`src/rtl/lcd_pkg.sv`:
```
// Shared types and constants for the LCD message arbiter.
// The optional feature LCD_MSG_DEDUP_EN is handled in lcd_message_arbiter.sv.
package lcd_pkg;

    // Arbiter sequencing states
    typedef enum logic [1:0] {
        ST_IDLE    = 2'd0,
        ST_LAUNCH  = 2'd1,
        ST_REFRESH = 2'd2,
        ST_HOLD    = 2'd3
    } state_t;

    // Stored message ids understood by the LCD1602 text controller
    localparam logic [2:0] MSG_IDLE = 3'd0;
    localparam logic [2:0] MSG_1    = 3'd1;
    localparam logic [2:0] MSG_2    = 3'd2;
    localparam logic [2:0] MSG_3    = 3'd3;
    localparam logic [2:0] MSG_4    = 3'd4;
    localparam logic [2:0] MSG_5    = 3'd5;
    localparam logic [2:0] MSG_6    = 3'd6;
    localparam logic [2:0] MSG_7    = 3'd7;

    // Controller's internal tick period; ready must outlast two of its ticks
    localparam int COUNT_MAX         = 800_000;
    localparam int DEF_READY_CYCLES  = 2 * COUNT_MAX;

    // Timer reload for the hold phase; a zero hold still costs one cycle
    function automatic int hold_load(input int hold_cycles);
        return (hold_cycles == 0) ? 0 : hold_cycles - 1;
    endfunction

endpackage

```
`src/rtl/lcd_rr_pick.sv`:
```
// Combinational round-robin search: first asserted request at or after ptr,
// wrapping from NUM_REQ-1 back to 0.
module lcd_rr_pick #(
    parameter int NUM_REQ = 4,
    parameter int IW      = $clog2(NUM_REQ)
) (
    input  logic [NUM_REQ-1:0] req,
    input  logic [IW-1:0]      ptr,
    output logic [NUM_REQ-1:0] win_oh,
    output logic [IW-1:0]      win_idx,
    output logic               win_vld
);

    int j;

    // Walk the requesters in priority order starting at the pointer
    always_comb begin
        win_oh  = '0;
        win_idx = '0;
        win_vld = 1'b0;
        j       = 0;
        for (int k = 0; k < NUM_REQ; k++) begin
            j = int'(ptr) + k;
            if (j >= NUM_REQ) j = j - NUM_REQ;
            if (!win_vld && req[j]) begin
                win_vld    = 1'b1;
                win_idx    = IW'(j);
                win_oh[j]  = 1'b1;
            end
        end
    end

endmodule

```
`src/rtl/lcd_message_arbiter.sv`:
```
// Round-robin arbiter sharing the LCD1602 text controller between requesters.
// Times the ready pulse, the controller refresh and a minimum hold period.
// Optional feature macro: LCD_MSG_DEDUP_EN (skip redraw of an unchanged message).
module lcd_message_arbiter
    import lcd_pkg::*;
#(
    parameter int NUM_REQ        = 4,
    parameter int MSG_W          = 3,
    parameter int READY_CYCLES   = DEF_READY_CYCLES,
    parameter int REFRESH_CYCLES = 150_000_000,
    parameter int HOLD_CYCLES    = 50_000_000,
    parameter int IW             = $clog2(NUM_REQ)
) (
    input  logic                     clk,
    input  logic                     reset,
    input  logic [NUM_REQ-1:0]       req,
    input  logic [NUM_REQ*MSG_W-1:0] req_msg,
    output logic [NUM_REQ-1:0]       gnt,
    output logic [MSG_W-1:0]         message_select,
    output logic                     ready_o,
    output logic                     busy,
    output logic [IW-1:0]            active_id
);

    localparam int TW = $clog2(REFRESH_CYCLES);
    localparam logic [TW-1:0] READY_LOAD   = TW'(READY_CYCLES - 1);
    localparam logic [TW-1:0] REFRESH_LOAD = TW'(REFRESH_CYCLES - READY_CYCLES - 1);
    localparam logic [TW-1:0] HOLD_LOAD    = TW'(hold_load(HOLD_CYCLES));

    state_t               state_q, state_d;
    logic [TW-1:0]        timer_q, timer_d;
    logic [IW-1:0]        ptr_q, ptr_d;
    logic [NUM_REQ-1:0]   gnt_d;
    logic [MSG_W-1:0]     msg_d;
    logic                 rdy_d, busy_d;
    logic [IW-1:0]        id_d;
    logic                 shown_q, shown_d;

    logic [NUM_REQ-1:0]   pick_oh;
    logic [IW-1:0]        pick_idx;
    logic                 pick_vld;
    logic [MSG_W-1:0]     pick_msg;
    logic                 dedup_hit;

    lcd_rr_pick #(.NUM_REQ(NUM_REQ), .IW(IW)) u_pick (
        .req     (req),
        .ptr     (ptr_q),
        .win_oh  (pick_oh),
        .win_idx (pick_idx),
        .win_vld (pick_vld)
    );

    assign pick_msg = req_msg[pick_idx*MSG_W +: MSG_W];

`ifdef LCD_MSG_DEDUP_EN
    // Same message already on screen after a completed refresh: ack only
    assign dedup_hit = shown_q && (pick_msg == message_select);
`else
    assign dedup_hit = 1'b0;
`endif

    // Next-state and registered-output computation
    always_comb begin
        state_d = state_q;
        timer_d = timer_q;
        ptr_d   = ptr_q;
        gnt_d   = '0;
        msg_d   = message_select;
        rdy_d   = ready_o;
        busy_d  = busy;
        id_d    = active_id;
        shown_d = shown_q;
        case (state_q)
            ST_IDLE: begin
                if (pick_vld) begin
                    gnt_d = pick_oh;
                    id_d  = pick_idx;
                    ptr_d = (pick_idx == IW'(NUM_REQ - 1)) ? '0 : pick_idx + 1'b1;
                    if (!dedup_hit) begin
                        msg_d   = pick_msg;
                        rdy_d   = 1'b1;
                        busy_d  = 1'b1;
                        timer_d = READY_LOAD;
                        state_d = ST_LAUNCH;
                    end
                end
            end
            ST_LAUNCH: begin
                if (timer_q == '0) begin
                    rdy_d   = 1'b0;
                    timer_d = REFRESH_LOAD;
                    state_d = ST_REFRESH;
                end else begin
                    timer_d = timer_q - 1'b1;
                end
            end
            ST_REFRESH: begin
                if (timer_q == '0) begin
                    timer_d = HOLD_LOAD;
                    state_d = ST_HOLD;
                end else begin
                    timer_d = timer_q - 1'b1;
                end
            end
            ST_HOLD: begin
                if (timer_q == '0) begin
                    busy_d  = 1'b0;
                    shown_d = 1'b1;
                    state_d = ST_IDLE;
                end else begin
                    timer_d = timer_q - 1'b1;
                end
            end
            default: state_d = ST_IDLE;
        endcase
    end

    // State and output registers, cleared asynchronously
    always_ff @(posedge clk or negedge reset) begin
        if (!reset) begin
            state_q        <= ST_IDLE;
            timer_q        <= '0;
            ptr_q          <= '0;
            gnt            <= '0;
            message_select <= '0;
            ready_o        <= 1'b0;
            busy           <= 1'b0;
            active_id      <= '0;
            shown_q        <= 1'b0;
        end else begin
            state_q        <= state_d;
            timer_q        <= timer_d;
            ptr_q          <= ptr_d;
            gnt            <= gnt_d;
            message_select <= msg_d;
            ready_o        <= rdy_d;
            busy           <= busy_d;
            active_id      <= id_d;
            shown_q        <= shown_d;
        end
    end

endmodule
```
`config.mk`:
```
export PLATFORM = sky130hd
export DESIGN_NAME = lcd_message_arbiter
export DESIGN_NICKNAME = d
export VERILOG_FILES = /design/src/rtl/lcd_pkg.sv /design/src/rtl/lcd_rr_pick.sv /design/src/rtl/lcd_message_arbiter.sv
export SDC_FILE = /design/constraint.sdc
export NUM_CORES = 1
export LEC_CHECK = 0
export ABC_AREA = 0
export CORE_MARGIN = 4
export CORE_UTILIZATION = 54
export DETAILED_ROUTE_END_ITERATION = 10
export DONT_BUFFER_PORTS = 1
export PLACE_DENSITY = 0.68
export SETUP_SLACK_MARGIN = 0.5
export SYNTH_ARGS = -nofsm -noshare
export SYNTH_HDL_FRONTEND = slang
export SYNTH_SLANG_ARGS = --single-unit
export TNS_END_PERCENT = 5
```
`constraint.sdc`:
```
create_clock -name clk -period 4.4 [get_ports clk]
set_clock_uncertainty 0.1 [all_clocks]
set_input_delay 0.66 -clock clk [delete_from_list [all_inputs] [get_ports clk]]
set_output_delay 0.66 -clock clk [all_outputs]
set_load 0.01 [all_outputs]
```
==> results by group, run 1 <==
Clock network
  • Clock root buffer: clkbuf_8
  • Worst-path clk slew: approximately 0.090 ns
  • CTS Sinks: between 40 and 50
  • Total CTS buffers: 5
  • Clk_lat worst skew: 0.30 ns
  • CTS H-tree lvls: 2
  • CTS max path bufs: 2
  • CTS tree: yes

Logic synthesis
  • Synth cell types: 64
  • Multiplexer share of the synthesized area: ~5.3%
  • Sequential share of the synthesized area: between 30% and 40%
  • Syn Inst Count: approximately 350
  • Syn avg cell area: about 9.0 sq um
  • Post-Synth Simple-Gate Area: between 10% and 20%
  • Mapped Area: 3093 sq um
  • Synth Warn #: 0
  • Synthesized flop and latch total: 43
  • Primary FF master, synth: dfrtp_1
  • Syn nets: 374
  • Largest family of logic cells by synthesized area: compound AO/OA/AOI/OAI gates
  • Synth Area in Compound Gates: around 30%
  • Post-Synth XOR/XNOR Area: under 10%
  • Post-Synth Adder-Cell Area: about 4.4%
  • Ys async rst share: 100.0%
  • Post-synth EDFFs: 0

Global routing
  • Grt total ovfl: 0
  • GR Util met1: 31.16%
  • Initial antenna violation count: 0
  • Vias in the first global route: around 2500
  • Global Route met2 Usage: between 30% and 40%
  • Grt peak-use layer: met2
  • Met3 Resource Use GR: 4.442%
  • Tot GR Track Use: between 20% and 30%
  • Largest net degree at the start of global routing: between 40 and 50
  • First-pass GRT wire length: 12530 microns

Power and ir drop
  • Total power: 2.365 mW
  • Internal Pwr Total: 1.251 mW
  • Max VDD drop: ~0.41 mV
  • LEAKAGE: between 1 and 1.5 nW
  • Sequential power share: just under 30%
  • Clock share of power: roughly a tenth
  • Gate power share: roughly three fifths
  • NetSw: between 1 and 1.5 mW
  • Switching share of total power: a little under half
  • Pwr per Cell Area: about 730 nW/um^2

Run
  • Max_cap viols: 0

Worst setup path
  • Worst EP required: roughly 4.5 ns
  • Critical path launch point type: flip-flop
  • Top delay family on crit path: multiplexers
  • Bufs and invs on worst path: 1
  • Critical path capture point type: flip-flop
  • CP max stage delay: 0.63 ns
  • Critical path fanouts, max: 10
  • Worst EP arrival: around 3.4 ns
  • Setup CP Type: flip-flop to flip-flop
  • Most used cell, CP: a211oi_1
  • Slowest CP cell: mux4_2
  • CP Cell Sequence: inv_1 > ha_1 > mux4_2 > nor2b_1 > nand2b_1 > mux2_1 > a211oi_1 > a211oi_1

Detailed routing
  • Antenna viol nets, final: 0
  • Initial drt markers: approximately 160
  • Via count: ~2700
  • DR WL/cell: 17.71 microns
  • Initial DRT Pass Iterations: 4
  • Final WL: between 7000 and 8000 microns
  • DRC: 0
  • Vias per cell: 6.436

STA
  • Worst-Margin Slew: about 1.1 ns
  • Slew headroom: roughly 28%
  • Unrepaired setup endpoints after global routing: false
  • Setup TNS: 0 ns
  • Crit share post-route: 75.89%
  • Final Hold Vio Count: 0
  • Final setup fails: 0
  • Slew Viols, Final: 0
  • Crit path time final: 3.339 ns
  • Fmax achieved: about 0.3 GHz

Placed design
  • DP Wirelength: about 5200 microns
  • PortBufs: 0
  • Routability Congestion: approximately 0.90

Final layout
  • Area Overhead vs Synth: 4.612%
  • Layout cells sized above 1: around 9%
  • Commonest non-fill, non-tap cell in the layout: dfrtp_1
  • Commonest cells after routing, fill and taps aside: 43 x dfrtp_1, 34 x nor2_1, 31 x a21oi_1
  • Diode count: 0
  • Final #Nets: about 370
  • Fin util: around three fifths

Floorplan
  • Die area: around 7000 sq um
  • Row count: 27
  • CORE AREA: around 5500 sq um
  • Ports: 29
  • Die W: around 84 microns
  • Starting Density: between 50% and 60%
  • Die H: about 84 microns

Outcome
  • Outcome: finished, final reports clean

Worst hold path
  • Worst hold path type: input port to asynchronous set/reset pin
## worst paths after layout
kind / from / to / slack, ns / depth (start not counted)
worst max-delay path: ptr_q[1] / message_select[2] / 1.06 / 8
worst min-delay path: reset / state_q[1] / 0.08 / 1
worst max register to register: ptr_q[1] / message_select[2] / 1.06 / 8
worst min register to register: timer_q[22] / timer_q[22] / 0.39 / 1
max in group asynchronous: reset / timer_q[10] / 3.90 / 1
min in group clk: timer_q[22] / timer_q[22] / 0.39 / 1
## power groups by stage
stage               Clock (mW)  Sequential, mW  Combinational, mW
detailed placement           0           0.704               1.39
floorplan                    0           0.665               1.15
CTS                      0.257           0.697               1.41
finish                   0.248           0.700               1.42
global placement             0           0.699               1.37
global route             0.274           0.722               1.58
## stage by stage
stage / std cells / cell area (sq um) / setup WS, ns / hold WS (ns)
final: 413 / 3236 / 1.061 / 0.08153
after global routing: 413 / 3236 / 0.8058 / 0.08349
after CTS: 413 / 3236 / 1.054 / 0.09130
after detailed placement: 404 / 3124 / 1.072 / 0.2655
after global placement: 404 / 3124 / 1.216 / 0.2654
after floorplan: 345 / 3093 / 1.331 / 0.2644
## cells by family after synthesis
group,Yosys count
fa+ha+maj,11
xor+xnor,5
mux,12
buf+inv,31
simple gates,114
flops,43
compound gates,129
## cell usage after synthesis, types with 3 or more instances
cell type  instances  area [sq um]
a211oi_1           5         37.54
a21o_1             4         30.03
a21oi_1           31         155.2
a221oi_1           5         43.79
a22o_1             4         35.03
a22oi_1            6         45.04
a2bb2oi_1          3         26.28
a31oi_1            3         18.77
buf_2              5         25.02
clkbuf_1           8         30.03
dfrtp_1           43          1076
ha_1              11         137.6
inv_1             14         52.55
mux2_1             3         33.78
mux2i_1            5         50.05
mux4_2             3         67.56
nand2_1           20         75.07
nand2b_1           7         43.79
nand3_1            3         15.01
nor2_1            34         127.6
nor2b_1            3         18.77
nor3_1             9         45.04
nor4_1             8         50.05
o21a_1             5         37.54
o21ai_0            7         35.03
o21ai_1           11         55.05
o22a_1            10         87.58
o31a_1             6         52.55
o31ai_1            5         37.54
o32ai_1            3         26.28
or2_2              3         18.77
or3_1              6         37.54
or4_1              5         37.54
xnor2_1            3         26.28
## state kept, by name, indices dropped and copies added (netlist names), named ones only
register and flops:
active_id 2, busy 1, gnt 4, message_select 3
ptr_q 1, ready_o 1, state_q 2, timer_q 28
## area by class of cell
class / instances / area, sq um
fill: 502 / 2305
sequential: 43 / 1076
tap: 72 / 90.09
multi-input combinational: 271 / 1879
clock buffer: 5 / 68.82
inverter: 15 / 56.30
timing repair buffer: 4 / 50.05
clock inverter: 3 / 15.01
## metal layers
metal / share of wire [%] / routed length (microns)
met5: 0 / 0
met3: 5.1 / 370
met2: 46 / 3345
met4: 1.1 / 79
met1: 48 / 3517
## repair_timing
action                    4_1_cts  5_1_grt
setup buffers                   0        0
gates resized for setup         0        0
hold endpoints to repair       43        0
hold buffers                    1        0
No activity file was read; power rests on OpenSTA's default activity.
==> run 2: changes to the inputs <==
--- a/config.mk
+++ b/config.mk
@@ -10,7 +10,7 @@
 export CORE_UTILIZATION = 54
 export DETAILED_ROUTE_END_ITERATION = 10
 export DONT_BUFFER_PORTS = 1
-export PLACE_DENSITY = 0.68
+export PLACE_DENSITY = 0.71
 export SETUP_SLACK_MARGIN = 0.5
 export SYNTH_ARGS = -nofsm -noshare
 export SYNTH_HDL_FRONTEND = slang
==> constraint.sdc (replaced) <==
create_clock -name clk -period 2.7 [get_ports clk]
set_clock_uncertainty 0.1 [all_clocks]
set_input_delay 0.405 -clock clk [delete_from_list [all_inputs] [get_ports clk]]
set_output_delay 0.405 -clock clk [all_outputs]
set_load 0.01 [all_outputs]
==> run 2 against run 1 <==
Die area unchanged. Combinational power up 100%. Critical path type unchanged. Largest cell class unchanged. Critical endpoint is now timer_q[16]. Register-to-register slack worse by 0.92 ns.
==> results by group, run 2 (same netlist as run 1, synthesis figures left out) <==
Worst setup path
  • CP max stage delay: between 0.5 and 0.6 ns
  • R2r startpoint: timer_q[19]
  • Slowest CP cell: or4_4
  • Worst EP required: around 2.8 ns
  • R2r worst-path depth: 6
  • Worst EP arrival: roughly 2.6 ns
  • CP Cell Sequence: or4_4 > or3_4 > or3_4 > a21oi_4 > nor2_1 > a32o_1
  • Most used cell, CP: or3_4
  • Critical path capture point type: flip-flop
  • Setup CP Type: flip-flop to flip-flop
  • Critical path launch point type: flip-flop
  • Critical path fanouts, max: 6
  • R2r endpoint: timer_q[16]
  • Reg2reg setup slack: 0.14 ns

Placed design
  • Routability Congestion: 0.8673
  • DP Wirelength: approximately 5500 microns
  • PortBufs: 0
  • Setup WS pre-CTS: ~0.068 ns

Worst hold path
  • Worst hold path type: input port to flip-flop
  • Hold path startpoint: req_msg[5]
  • Hold Crit Endpoint: message_select[2]
  • Hold path depth: 2

STA
  • Final Hold Vio Count: 0
  • Fmax achieved: ~0.39 GHz
  • Setup TNS: 0 ns
  • Worst-Margin Slew: ~0.63 ns
  • Worst hold margin: 0.2437 ns
  • Setup WS post-layout: ~0.14 ns
  • Slew Viols, Final: 0
  • Final setup fails: 0
  • Crit path time final: 2.559 ns
  • Unrepaired setup endpoints after global routing: true
  • Slew headroom: between 50% and 60%
  • Crit share post-route: between 90% and 100%

Global routing
  • First-pass GRT wire length: around 13000 microns
  • Tot GR Track Use: approximately a quarter
  • Grt total ovfl: 0
  • Initial antenna violation count: 0
  • Largest net degree at the start of global routing: 44
  • Vias in the first global route: 2734

Floorplan
  • Ports: 29
  • Die H: roughly 84 microns
  • Die W: roughly 84 microns
  • Starting Density: between 50% and 60%
  • CORE AREA: between 5000 and 6000 sq um
  • Die area: around 7000 sq um
  • Row count: 27

Final layout
  • Top reg by flops: timer_q
  • Regs by FF count: timer_q (28), gnt (4), message_select (3)
  • Final #Nets: just over 400
  • Commonest cells after routing, fill and taps aside: 41 x dfrtp_1, 34 x nor2_1, 31 x buf_4
  • Area Overhead vs Synth: 16.75%
  • Fin util: roughly 65%
  • Largest register FFs: 28
  • Layout cells sized above 1: 20.00%
  • Commonest non-fill, non-tap cell in the layout: dfrtp_1
  • Diode count: 0

Power and ir drop
  • Pwr per Cell Area: between 1000 and 1500 nW/um^2
  • Total power: around 4.5 mW
  • Max VDD drop: around 0.57 mV
  • LEAKAGE: roughly 1.6 nW

Clock network
  • CTS tree: yes
  • Total CTS buffers: 5
  • Clock root buffer: clkbuf_8
  • CTS max path bufs: 2
  • CTS H-tree lvls: 2
  • Worst-path clk slew: around 0.080 ns
  • Clk_lat worst skew: just under 0.3 ns
  • CTS Sinks: 43

Detailed routing
  • Antenna viol nets, final: 0
  • Via count: between 2000 and 3000
  • Vias per cell: 6.528
  • Initial drt markers: between 150 and 200
  • Final WL: about 8000 microns
  • Initial DRT Pass Iterations: 4
  • DRC: 0
  • DR WL/cell: ~18 microns

Outcome
  • Outcome: finished, final reports clean

Run
  • Max_cap viols: 0
run 2: final cells by class:
cell class                      count  area, sq um
Multi-Input combinational cell    272         1957
Fill cell                         472         1929
Sequential cell                    43         1079
Timing Repair Buffer               37        324.1
Clock buffer                        8        100.1
Tap cell                           72        90.09
Inverter                           15        61.31
run 2: how the worst max path moves through the flow:
| stage | from | endpoint | slack, ns | cells after the start |
|---|---|---|---|---|
| 6_report | timer_q[19] | timer_q[16] | 0.14 | 6 |
| 4_1_cts | timer_q[21] | state_q[1] | 0.15 | 5 |
| 3_5_place_dp | flip-flop | message_select[0] | 0.07 | 8 |
| 3_3_place_gp | flip-flop | message_select[2] | 0.16 | 8 |
| 2_1_floorplan | flip-flop | message_select[0] | 0.08 | 10 |
| 5_1_grt | timer_q[19] | timer_q[16] | 0.06 | 6 |
run 2: worst max-delay path: cells and delay by family, from the launching register on:
family | cells | cell delay, ns
simple gates | 4 | 1.53
compound gates | 2 | 0.43
flops | 1 | 0.39
run 2: per-stage QoR:
stage / std cells / area [sq um]
2_1_floorplan: 345 / 3162
3_3_place_gp: 420 / 3301
3_5_place_dp: 420 / 3301
4_1_cts: 438 / 3526
5_1_grt: 447 / 3611
6_report: 447 / 3611
run 2: power by group:
part / switching (mW) / internal, mW
clock: 0.221 / 0.234
sequential: 0.253 / 0.865
combinational: 1.53 / 1.37
run 2: layer usage:
metal | up-vias | part of all wire, % | GRT usage (%)
li1 | 1364 | - | -
met1 | 1431 | 45 | 32.30
met2 | 112 | 47 | 37.82
met3 | 11 | 6.3 | 4.146
met4 | 0 | 1.3 | 5.556
met5 | - | 0 | 0
run 2: timing repair:
item / 4_1_cts / 5_1_grt
hold endpoints to repair: 43 / 0
endpoints found under the setup margin: 40 / 43
buffers inserted: 8 / 8
pin swaps: 1 / 4
gates resized for setup: 3 / 7
hold buffers: 2 / 0
cloned: 0 / 1
==> run 3: changes to the inputs <==
--- a/config.mk
+++ b/config.mk
@@ -11,6 +11,7 @@
 export DETAILED_ROUTE_END_ITERATION = 10
 export DONT_BUFFER_PORTS = 1
 export PLACE_DENSITY = 0.71
+export RECOVER_POWER = 100
 export SETUP_SLACK_MARGIN = 0.5
 export SYNTH_ARGS = -nofsm -noshare
 export SYNTH_HDL_FRONTEND = slang
==> constraint.sdc (replaced) <==
create_clock -name clk -period 2.7 [get_ports clk]
set_clock_uncertainty 0.1 [all_clocks]
set_input_delay 0 -clock clk [delete_from_list [all_inputs] [get_ports clk]]
set_output_delay 0 -clock clk [all_outputs]
set_load 0.01 [all_outputs]
==> run 3 against run 2 <==
The flow now finishes with violations (negative hold slack). Largest power group unchanged. Count of clock-buffer cells in the layout fell by 2. Critical path depth unchanged. Flip-flop and latch count unchanged. Hold slack got worse by 0.25 ns. Core utilization is essentially flat.
==> results by group, run 3 (same netlist as run 1, synthesis figures left out) <==
Global routing
  • Grt total ovfl: 0
  • First-pass GRT wire length: between 10000 and 15000 microns
  • Vias in the first global route: ~2700
  • Largest net degree at the start of global routing: between 40 and 50
  • Tot GR Track Use: between 20% and 30%
  • Initial antenna violation count: 0

Final layout
  • Commonest non-fill, non-tap cell in the layout: dfrtp_1
  • Regs by FF count: timer_q (28), gnt (4), message_select (3)
  • Commonest cells after routing, fill and taps aside: 42 x dfrtp_1, 34 x nor2_1, 30 x a21oi_1
  • Diode count: 0
  • Largest register FFs: 28
  • Top reg by flops: timer_q
  • Area Overhead vs Synth: 16.79%
  • Layout cells sized above 1: roughly 17%
  • Final #Nets: between 400 and 500

Placed design
  • PortBufs: 0
  • DP Wirelength: about 5600 microns
  • Routability Congestion: ~0.86

Clock network
  • Worst-path clk slew: 0.08 ns
  • CTS tree: yes
  • CTS H-tree lvls: 2
  • CTS Sinks: 43
  • Clk_lat worst skew: ~0.3 ns
  • CTS max path bufs: 2
  • Clock root buffer: clkbuf_8
  • Total CTS buffers: 5

Floorplan
  • Starting Density: roughly 56%
  • Die W: 83.68 microns
  • Row count: 27
  • Die H: 83.68 microns
  • CORE AREA: 5540 sq um
  • Die area: between 7000 and 8000 sq um
  • Ports: 29

Power and ir drop
  • Max VDD drop: roughly 0.71 mV
  • LEAKAGE: around 1.6 nW
  • Pwr per Cell Area: ~1200 nW/um^2

STA
  • Final Hold Vio Count: 2
  • Crit path time final: between 2 and 3 ns
  • Final setup fails: 0
  • Worst-Margin Slew: 0.6497 ns
  • Unrepaired setup endpoints after global routing: true
  • Fmax achieved: 0.3848 GHz
  • Setup TNS: 0 ns
  • Worst hold margin: -0.007371 ns
  • Slew Viols, Final: 0
  • Slew headroom: 56.55%
  • Crit share post-route: between 90% and 100%

Outcome
  • Failing checks: negative hold slack
  • Outcome: finished, violations left

Detailed routing
  • Initial drt markers: between 200 and 250
  • Initial DRT Pass Iterations: 4
  • Vias per cell: ~6.4
  • Via count: approximately 2900
  • DRC: 0
  • Final WL: ~8000 microns
  • DR WL/cell: between 15 and 20 microns
  • Antenna viol nets, final: 0

Run
  • Max_cap viols: 0

Worst setup path
  • Critical path fanouts, max: 7
  • Critical path launch point type: flip-flop
  • Critical path capture point type: flip-flop
  • Worst EP required: 2.83 ns
  • Setup CP Type: flip-flop to flip-flop
  • Worst EP arrival: 2.73 ns

Worst hold path
  • Worst hold path type: input port to flip-flop
run 3: routing by layer:
| layer | part of all wire, % | GRT usage, % | vias to the layer above |
|---|---|---|---|
| met5 | 0 | 0 | - |
| met4 | 1.2 | 4.386 | 0 |
| met3 | 6.8 | 4.738 | 11 |
| met2 | 47 | 37.82 | 94 |
| met1 | 45 | 33.44 | 1388 |
| li1 | - | - | 1373 |
run 3: timing repair:
item                                    in CTS  in global routing
hold buffers                                11                  2
endpoints found under the setup margin      39                 42
pin swaps                                    0                  3
resized for setup                            1                  5
setup buffers                                2                  8
hold endpoints to repair                    50                  1
run 3: where the power goes:
part           total (mW)  internal [mW]  leakage, nW  switching, mW
Sequential           1.12          0.864        0.542          0.251
Clock               0.424          0.201       0.0470          0.222
Combinational        2.81           1.31        0.984           1.50
Total                4.35           2.38         1.57           1.97
run 3: final timing paths:
check                                    end         from  depth (start not counted)  slack [ns]
max                              timer_q[27]  timer_q[19]                          6        0.10
min                        message_select[2]  req_msg[11]                          3      -0.007
max reg2reg                      timer_q[27]  timer_q[19]                          6        0.10
min reg2reg                      timer_q[22]  timer_q[22]                          1        0.40
max in group asynchronous           ptr_q[1]        reset                          2        2.16
min in group asynchronous        timer_q[18]        reset                          2        0.13
run 3: cell type report:
class,instances,area (sq um)
repair buffers,43,364.1
multi-input cells,271,1932
clock buffers,6,82.58
flip-flops and latches,43,1077
well taps,72,90.09
inverters,15,61.31
fillers,465,1928
clock inverters,1,5.005
run 3: worst max-delay path: stages, from the launching register on:
cell and delay [ns]:
dfrtp_1 0.38, or4_4 0.55, or3_4 0.42, or3_4 0.46, buf_4 0.16, nor3_1 0.30, a211o_1 0.16
run 3: per-stage QoR:
| stage | area, sq um | setup slack [ns] | utilization (%) | power (mW) | std cells |
|---|---|---|---|---|---|
| floorplan | 3162 | 0.07763 | - | 3.101 | 345 |
| global placement | 3308 | 0.1454 | 59.71 | 3.673 | 421 |
| detailed placement | 3308 | 0.07514 | 59.71 | 3.747 | 421 |
| CTS | 3546 | 0.1557 | 64.00 | 4.255 | 441 |
| global route | 3612 | 0.04940 | 65.20 | 4.697 | 451 |
| finish | 3612 | 0.1012 | 65.20 | 4.349 | 451 |
